$ cat src/rtl/fb_read_addr.sv
// Frame-buffer read address generator.
// Walks a stored IMG_W x IMG_H image in raster order, one displayed pixel per
// pix_en, producing rd_addr = line_base + column with no added latency.
// Optional macro SCALE2X_EN: 2x upscaling, where each stored pixel is shown
// twice horizontally and each stored row twice vertically.
// Without SCALE2X_EN the mapping is 1:1 and no phase registers exist.
module fb_read_addr #(
    parameter int IMG_W = 320,
    parameter int IMG_H = 240,
    parameter int n     = 17
) (
    input  logic         clk,
    input  logic         reset,
    input  logic         frame_start,
    input  logic         pix_en,
    output logic [n-1:0] rd_addr,
    output logic         rd_en,
    output logic         line_done,
    output logic         frame_done
);

    typedef enum logic [1:0] {
        IDLE   = 2'd0,
        ACTIVE = 2'd1,
        DONE   = 2'd2
    } state_t;

    localparam logic [n-1:0] LAST_COL = n'(IMG_W - 1);
    localparam logic [n-1:0] LAST_ROW = n'(IMG_H - 1);
    localparam logic [n-1:0] ROW_STEP = n'(IMG_W);

    state_t       state;
    logic [n-1:0] line_base;
    logic [n-1:0] column;
    logic [n-1:0] row;

    // advance: a displayed pixel is consumed this edge (frame_start wins).
    // pixel_step: the consumed pixel moves to the next stored column.
    // line_step: the finished displayed line moves to the next stored row.
    logic advance;
    logic pixel_step;
    logic line_step;

`ifdef SCALE2X_EN
    logic h_phase;
    logic v_phase;

    // Second repeat of a pixel / row is the one that actually steps.
    always_comb begin
        pixel_step = h_phase;
        line_step  = v_phase;
    end
`else
    // Every consumed pixel and every finished line steps the stored image.
    always_comb begin
        pixel_step = 1'b1;
        line_step  = 1'b1;
    end
`endif

    // Consumption qualifier and combinational outputs.
    always_comb begin
        advance = (state == ACTIVE) && pix_en && !frame_start;
        rd_en   = reset && pix_en && (state == ACTIVE);
        rd_addr = line_base + column;
    end

    // Sequencer: state, raster counters, scale phases and registered pulses.
    always_ff @(posedge clk or negedge reset) begin
        if (!reset) begin
            state      <= IDLE;
            line_base  <= '0;
            column     <= '0;
            row        <= '0;
            line_done  <= 1'b0;
            frame_done <= 1'b0;
`ifdef SCALE2X_EN
            h_phase    <= 1'b0;
            v_phase    <= 1'b0;
`endif
        end else begin
            line_done  <= 1'b0;
            frame_done <= 1'b0;
            if (frame_start) begin
                // A new frame restarts from the top-left from any state.
                state     <= ACTIVE;
                line_base <= '0;
                column    <= '0;
                row       <= '0;
`ifdef SCALE2X_EN
                h_phase   <= 1'b0;
                v_phase   <= 1'b0;
`endif
            end else if (advance) begin
`ifdef SCALE2X_EN
                h_phase <= ~h_phase;
`endif
                if (pixel_step) begin
                    if (column == LAST_COL) begin
                        // End of a displayed line: rewind column either way.
                        column    <= '0;
                        line_done <= 1'b1;
`ifdef SCALE2X_EN
                        v_phase   <= ~v_phase;
`endif
                        if (line_step) begin
                            if (row == LAST_ROW) begin
                                // Last pixel of the frame: park at address 0.
                                row        <= '0;
                                line_base  <= '0;
                                frame_done <= 1'b1;
                                state      <= DONE;
                            end else begin
                                row       <= row + 1'b1;
                                line_base <= line_base + ROW_STEP;
                            end
                        end
                    end else begin
                        column <= column + 1'b1;
                    end
                end
            end
        end
    end

endmodule

$ cat config.mk
export PLATFORM = sky130hd
export DESIGN_NAME = fb_read_addr
export DESIGN_NICKNAME = d
export VERILOG_FILES = /design/src/rtl/fb_read_addr.sv
export SDC_FILE = /design/constraint.sdc
export NUM_CORES = 1
export LEC_CHECK = 0
export BUFFER_PORTS_ARGS = -buffer_cell sky130_fd_sc_hd__buf_2
export CAP_MARGIN = 30
export CORE_ASPECT_RATIO = 1.5
export CORE_UTILIZATION = 55
export CTS_CLUSTER_DIAMETER = 30
export DETAILED_ROUTE_END_ITERATION = 12
export HOLD_SLACK_MARGIN = 0.1
export PLACE_DENSITY_LB_ADDON = 0.08
export SYNTH_ARGS = -nofsm -noshare
export SYNTH_HDL_FRONTEND = slang
export SYNTH_SLANG_ARGS = --single-unit
$ cat constraint.sdc
create_clock -name clk -period 5.6 [get_ports clk]
set_input_delay 0.28 -clock clk [delete_from_list [all_inputs] [get_ports clk]]
set_output_delay 0.28 -clock clk [all_outputs]
set_load 0.05 [all_outputs]
== After elaboration in Yosys (flattened, before gate mapping) ==
Index checks and enable logic that the tools add are counted.
Operators by class
  reductions and logical operators: 10
  equality and inequality tests: 3
  mux-type cells: 22
  add/subtract/negate cells: 4
Operator list (number)
  2-to-1 mux 17 bit: 11
  adder 17 x 1 -> 17 bit, second input constant: 2
  adder 17 bit: 1
  adder 17 x 9 -> 17 bit, second input constant: 1
  equality test 17 x 8 -> 1 bit, second input constant: 1
  equality test 17 x 9 -> 1 bit, second input constant: 1
  2-to-1 mux 2 bit: 4
  2-to-1 mux 1 bit: 7
  nonzero test 2 bit: 3
  logical AND 1 bit: 4
  AND reduction 3 bit: 1
  equality test 2 x 1 -> 1 bit, second input constant: 1
  AND reduction 2 bit: 1
  zero test 1 bit: 1
Word-level totals
  flip-flop bits (word level): 55
  word-level logic and storage cells: 45
  input bits: 4
  output and inout bits: 20

== Longest topological paths before layout ==
  depth in word-level cells: 5
  mapped depth: 7
  depth with buffers taken out: 6

== Worst setup path before layout ==
Ideal clock, no wire load.
  kind: register to output
  start point: register line_base[11]
  end point: output port rd_addr[16]
  slack: 2937 ps
  buffers on the path: 0
  cell stages (with the launch flop): 7
  arrival time: 2383 ps
  cell sequence: dfrtp_1 ha_1 a21o_1 a221o_1 a21oi_1 o21bai_1 xnor2_1
Between the ends
  cells in the longest elaborated chain, start to end: 1
Ends and longest elaborated chain
  start, declared: RTL line 33  | logic [n-1:0] line_base;
  start signal, assigned: RTL line 115  | line_base <= line_base + ROW_STEP;
  adder 17 bit: RTL line 65  | rd_addr = line_base + column;
  end, declared: RTL line 16  | output logic [n-1:0] rd_addr,
Every way passes these cells.

== Worst setup path after layout ==
  start point: register column[7]
  end point: output port rd_addr[14]
Between the ends
  cells in the longest elaborated chain, start to end: 1
Ends and longest elaborated chain
  start, declared: RTL line 34  | logic [n-1:0] column;
  start signal, assigned: RTL line 119  | column <= column + 1'b1;
  adder 17 bit: RTL line 65
Every way passes these cells.

==> out/metrics.cfg <==
[outcome]
status = finished, final reports clean

[die]
io_pins = 24
core_area_sq_um = 5450
die-width_microns = 63.3
initial_utilization = 0.568
floorplan.die.height_microns = 93.9
floorplan.die_area_sq_um = 5940
rows = 33

[cells_and_area]
layout.cell_area.non_filler_sq_um = 3350
layout_cells_excl_fill = 428
area_growth_pct = 8.24
ratio_of_cells_with_drive_above_1_in_the_final_layout = 0.112
nNetsFinal = 374
insertedDiodeCount = 0
layout.core_utilization = 0.615

[logic_synthesis]
synth.net_count = 360
syn_inst = 343
synth_enable_flop_cells = 0
yosys.cell_types.count = 55
yosys_warnings = 0
synth_sequential_area_ratio = 0.396
synth.most_common_cell = sky130_fd_sc_hd__dfrtp_1
synth_area_leader_cell = sky130_fd_sc_hd__dfrtp_1
async_reset_ff_frac = 1.00
synth_top_cells_by_area = sky130_fd_sc_hd__dfrtp_1, sky130_fd_sc_hd__ha_1, sky130_fd_sc_hd__nor2_1, sky130_fd_sc_hd__o31ai_1, sky130_fd_sc_hd__xnor2_1
synthFlopType = sky130_fd_sc_hd__dfrtp_1
netlist_top_cells_count = sky130_fd_sc_hd__dfrtp_1, sky130_fd_sc_hd__nor2_1, sky130_fd_sc_hd__nand2_1, sky130_fd_sc_hd__nand3_1
avgSynthCellArea_sq_um = 9.03
netlist.area_leader.share = 0.396
synth-seq-cells = 49
mappedNetlistArea_sq_um = 3100

[sta]
clock_skew_ps = 11.7
period_share = 0.506
final.setup.tns_ps = 0
drv_slew = 0
tightest_slew_ps = 912
fmax_ghz = 0.353
setup_violations = 0
finalWorstPathRequiredPeriod_ps = 2830
report.final.hold_viol_count = 0
rsz_0062_raised_after_global_routing = false
relSlewSlack = 0.392

[clock_network]
tritoncts.num_buffers = 5
tritoncts = done
cts_root_buf = sky130_fd_sc_hd__clkbuf_8
ctsHoldBuffers = 1
post_cts.repair.setup_buffers = 0
cts_num_sinks = 49
cts.htree.levels = 2
post_cts_resize_count = 0
worstSkewPairLatency_ps = 310
cts.clk_slew.worst_paths_ps = 90
max-clock-path-buffers = 2

[route]
via_count_of_the_routed_design = 2703
final_antenna_net_count = 0
drt_wl_total_microns = 7480
detailedRoute.firstIterationViolations = 201
viasPerCell = 6.32
firstDrtPassIters = 4
drc = 0
routedWlPerCell_microns = 17.5

[critical_path]
worstSetupEndpointType = primary output
crit_path_top_delay_cell = sky130_fd_sc_hd__dfrtp_1
cp.buffers_inverters = 1
required_time_worst_endpoint_ps = 5320
max_stage_delay_ps = 460
cell_by_cell_listing_of_the_critical_path = ha_1 > a211oi_1 > nor3_1 > a2111o_1 > a21oi_1 > xnor2_1 > buf_2
path_class = reg2out
timing.critical_path.max_delay_family = compound AO/OA/AOI/OAI gates
critical_path_peak_fanout = 7
critPathArrivalTime_ps = 2550
critical_path.startpoint_type = flip-flop

[placed_design]
post-dp-hpwl_microns = 5460
place_congestion = 0.836
port-buffer-count = 23
postPlaceCellArea_sq_um = 3220
placed_cells = 419

[power_and_ir_drop]
p_per_area_nw_per_um2 = 196
peakVddDrop_mv = 0.115
leakagePower_nw = 1.48

[flow_run]
max-cap-violations = 0

[grt]
globalRouteTotalUtil = 0.276
grt-ovfl-total = 0
global_route_wire_length_before_repair_microns = 12700
grt_pass1_vias = 2540
grt_start_max_net_pins = 51
number_of_antenna_violations_at_the_first_check_in_global_routing = 0

[min_path]
hp-class = in2reg

==> layer usage <==
layer	vias to the layer above	share of wire	track usage
li1	1308	-	-
met1	1309	0.41	0.324
met2	66	0.54	0.505
met3	20	0.024	0.0303
met4	0	0.029	0.110
met5	-	0	0
==> layout make-up <==
cell class / count / area, sq um
multi-input combinational: 270 / 1760
tap: 70 / 87.6
sequential: 49 / 1230
timing repair buffer: 26 / 140
fill: 503 / 2100
clock buffer: 6 / 82.6
clock inverter: 2 / 37.5
inverter: 5 / 18.8
==> per-stage QoR <==
step           hold slack [ps]  worst slack, ps  power [mW]
2_1_floorplan            -15.6             2940       0.387
3_3_place_gp               426             3080       0.400
3_5_place_dp               427             3100       0.401
4_1_cts                    395             2760       0.668
5_1_grt                    418             2620       0.687
6_report                   410             2770       0.658
==> path summary, 6_finish.rpt <==
path / startpoint / to / slack (ps) / cells after the start
max: column[7] / rd_addr[14] / 2770 / 7
min: frame_start / column[2] / 410 / 2
min reg2reg: state[1] / state[1] / 520 / 1
min in group asynchronous: reset / line_base[11] / 590 / 3
max in group asynchronous: reset / row[2] / 4530 / 3
max reg2reg: column[0] / row[5] / 3070 / 6
==> logic make-up (layout without fill, tap and decap cells) <==
family | Yosys count | count (layout) | share of synthesized area
simple gates | 148 | 148 | 0.266
fa+ha+maj | 13 | 13 | 0.0525
flops | 49 | 49 | 0.396
compound gates | 89 | 89 | 0.192
xor+xnor | 18 | 18 | 0.0509
buf+inv | 24 | 39 | 0.0360
mux | 2 | 2 | 0.00727
==> sequential cells by signal (all words and copies together), names as in the netlist <==
signal      count
line_base      11
column         17
frame_done      1
line_done       1
state           2
row            17
==> report_power, final <==
part | total, mW | internal (mW) | switching [mW]
clock | 0.264 | 0.145 | 0.119
combinational | 0.0372 | 0.00825 | 0.0290
sequential | 0.356 | 0.355 | 0.00157
total | 0.658 | 0.508 | 0.149
==> layout by cell type, fill, tap and decap left out, drive strengths merged, types with 3 or more instances in the layout <==
cell type and instances:
and3 6, a22o 3, o31ai 17, and4 3, xnor2 13, xor2 5
buf 25, nor2b 4, a21oi 12, nand4 7, clkbuf 6, nor4 7
nand2 23, nor3 10, dfrtp 49, a31oi 5, ha 13, nand2b 4
o21ai 29, or3 7, nand3 18, or4 6, inv 5, a21o 4
nand4b 3, nor2 35, and2 3, o211ai 7
No activity file was read; power rests on OpenSTA's default activity.
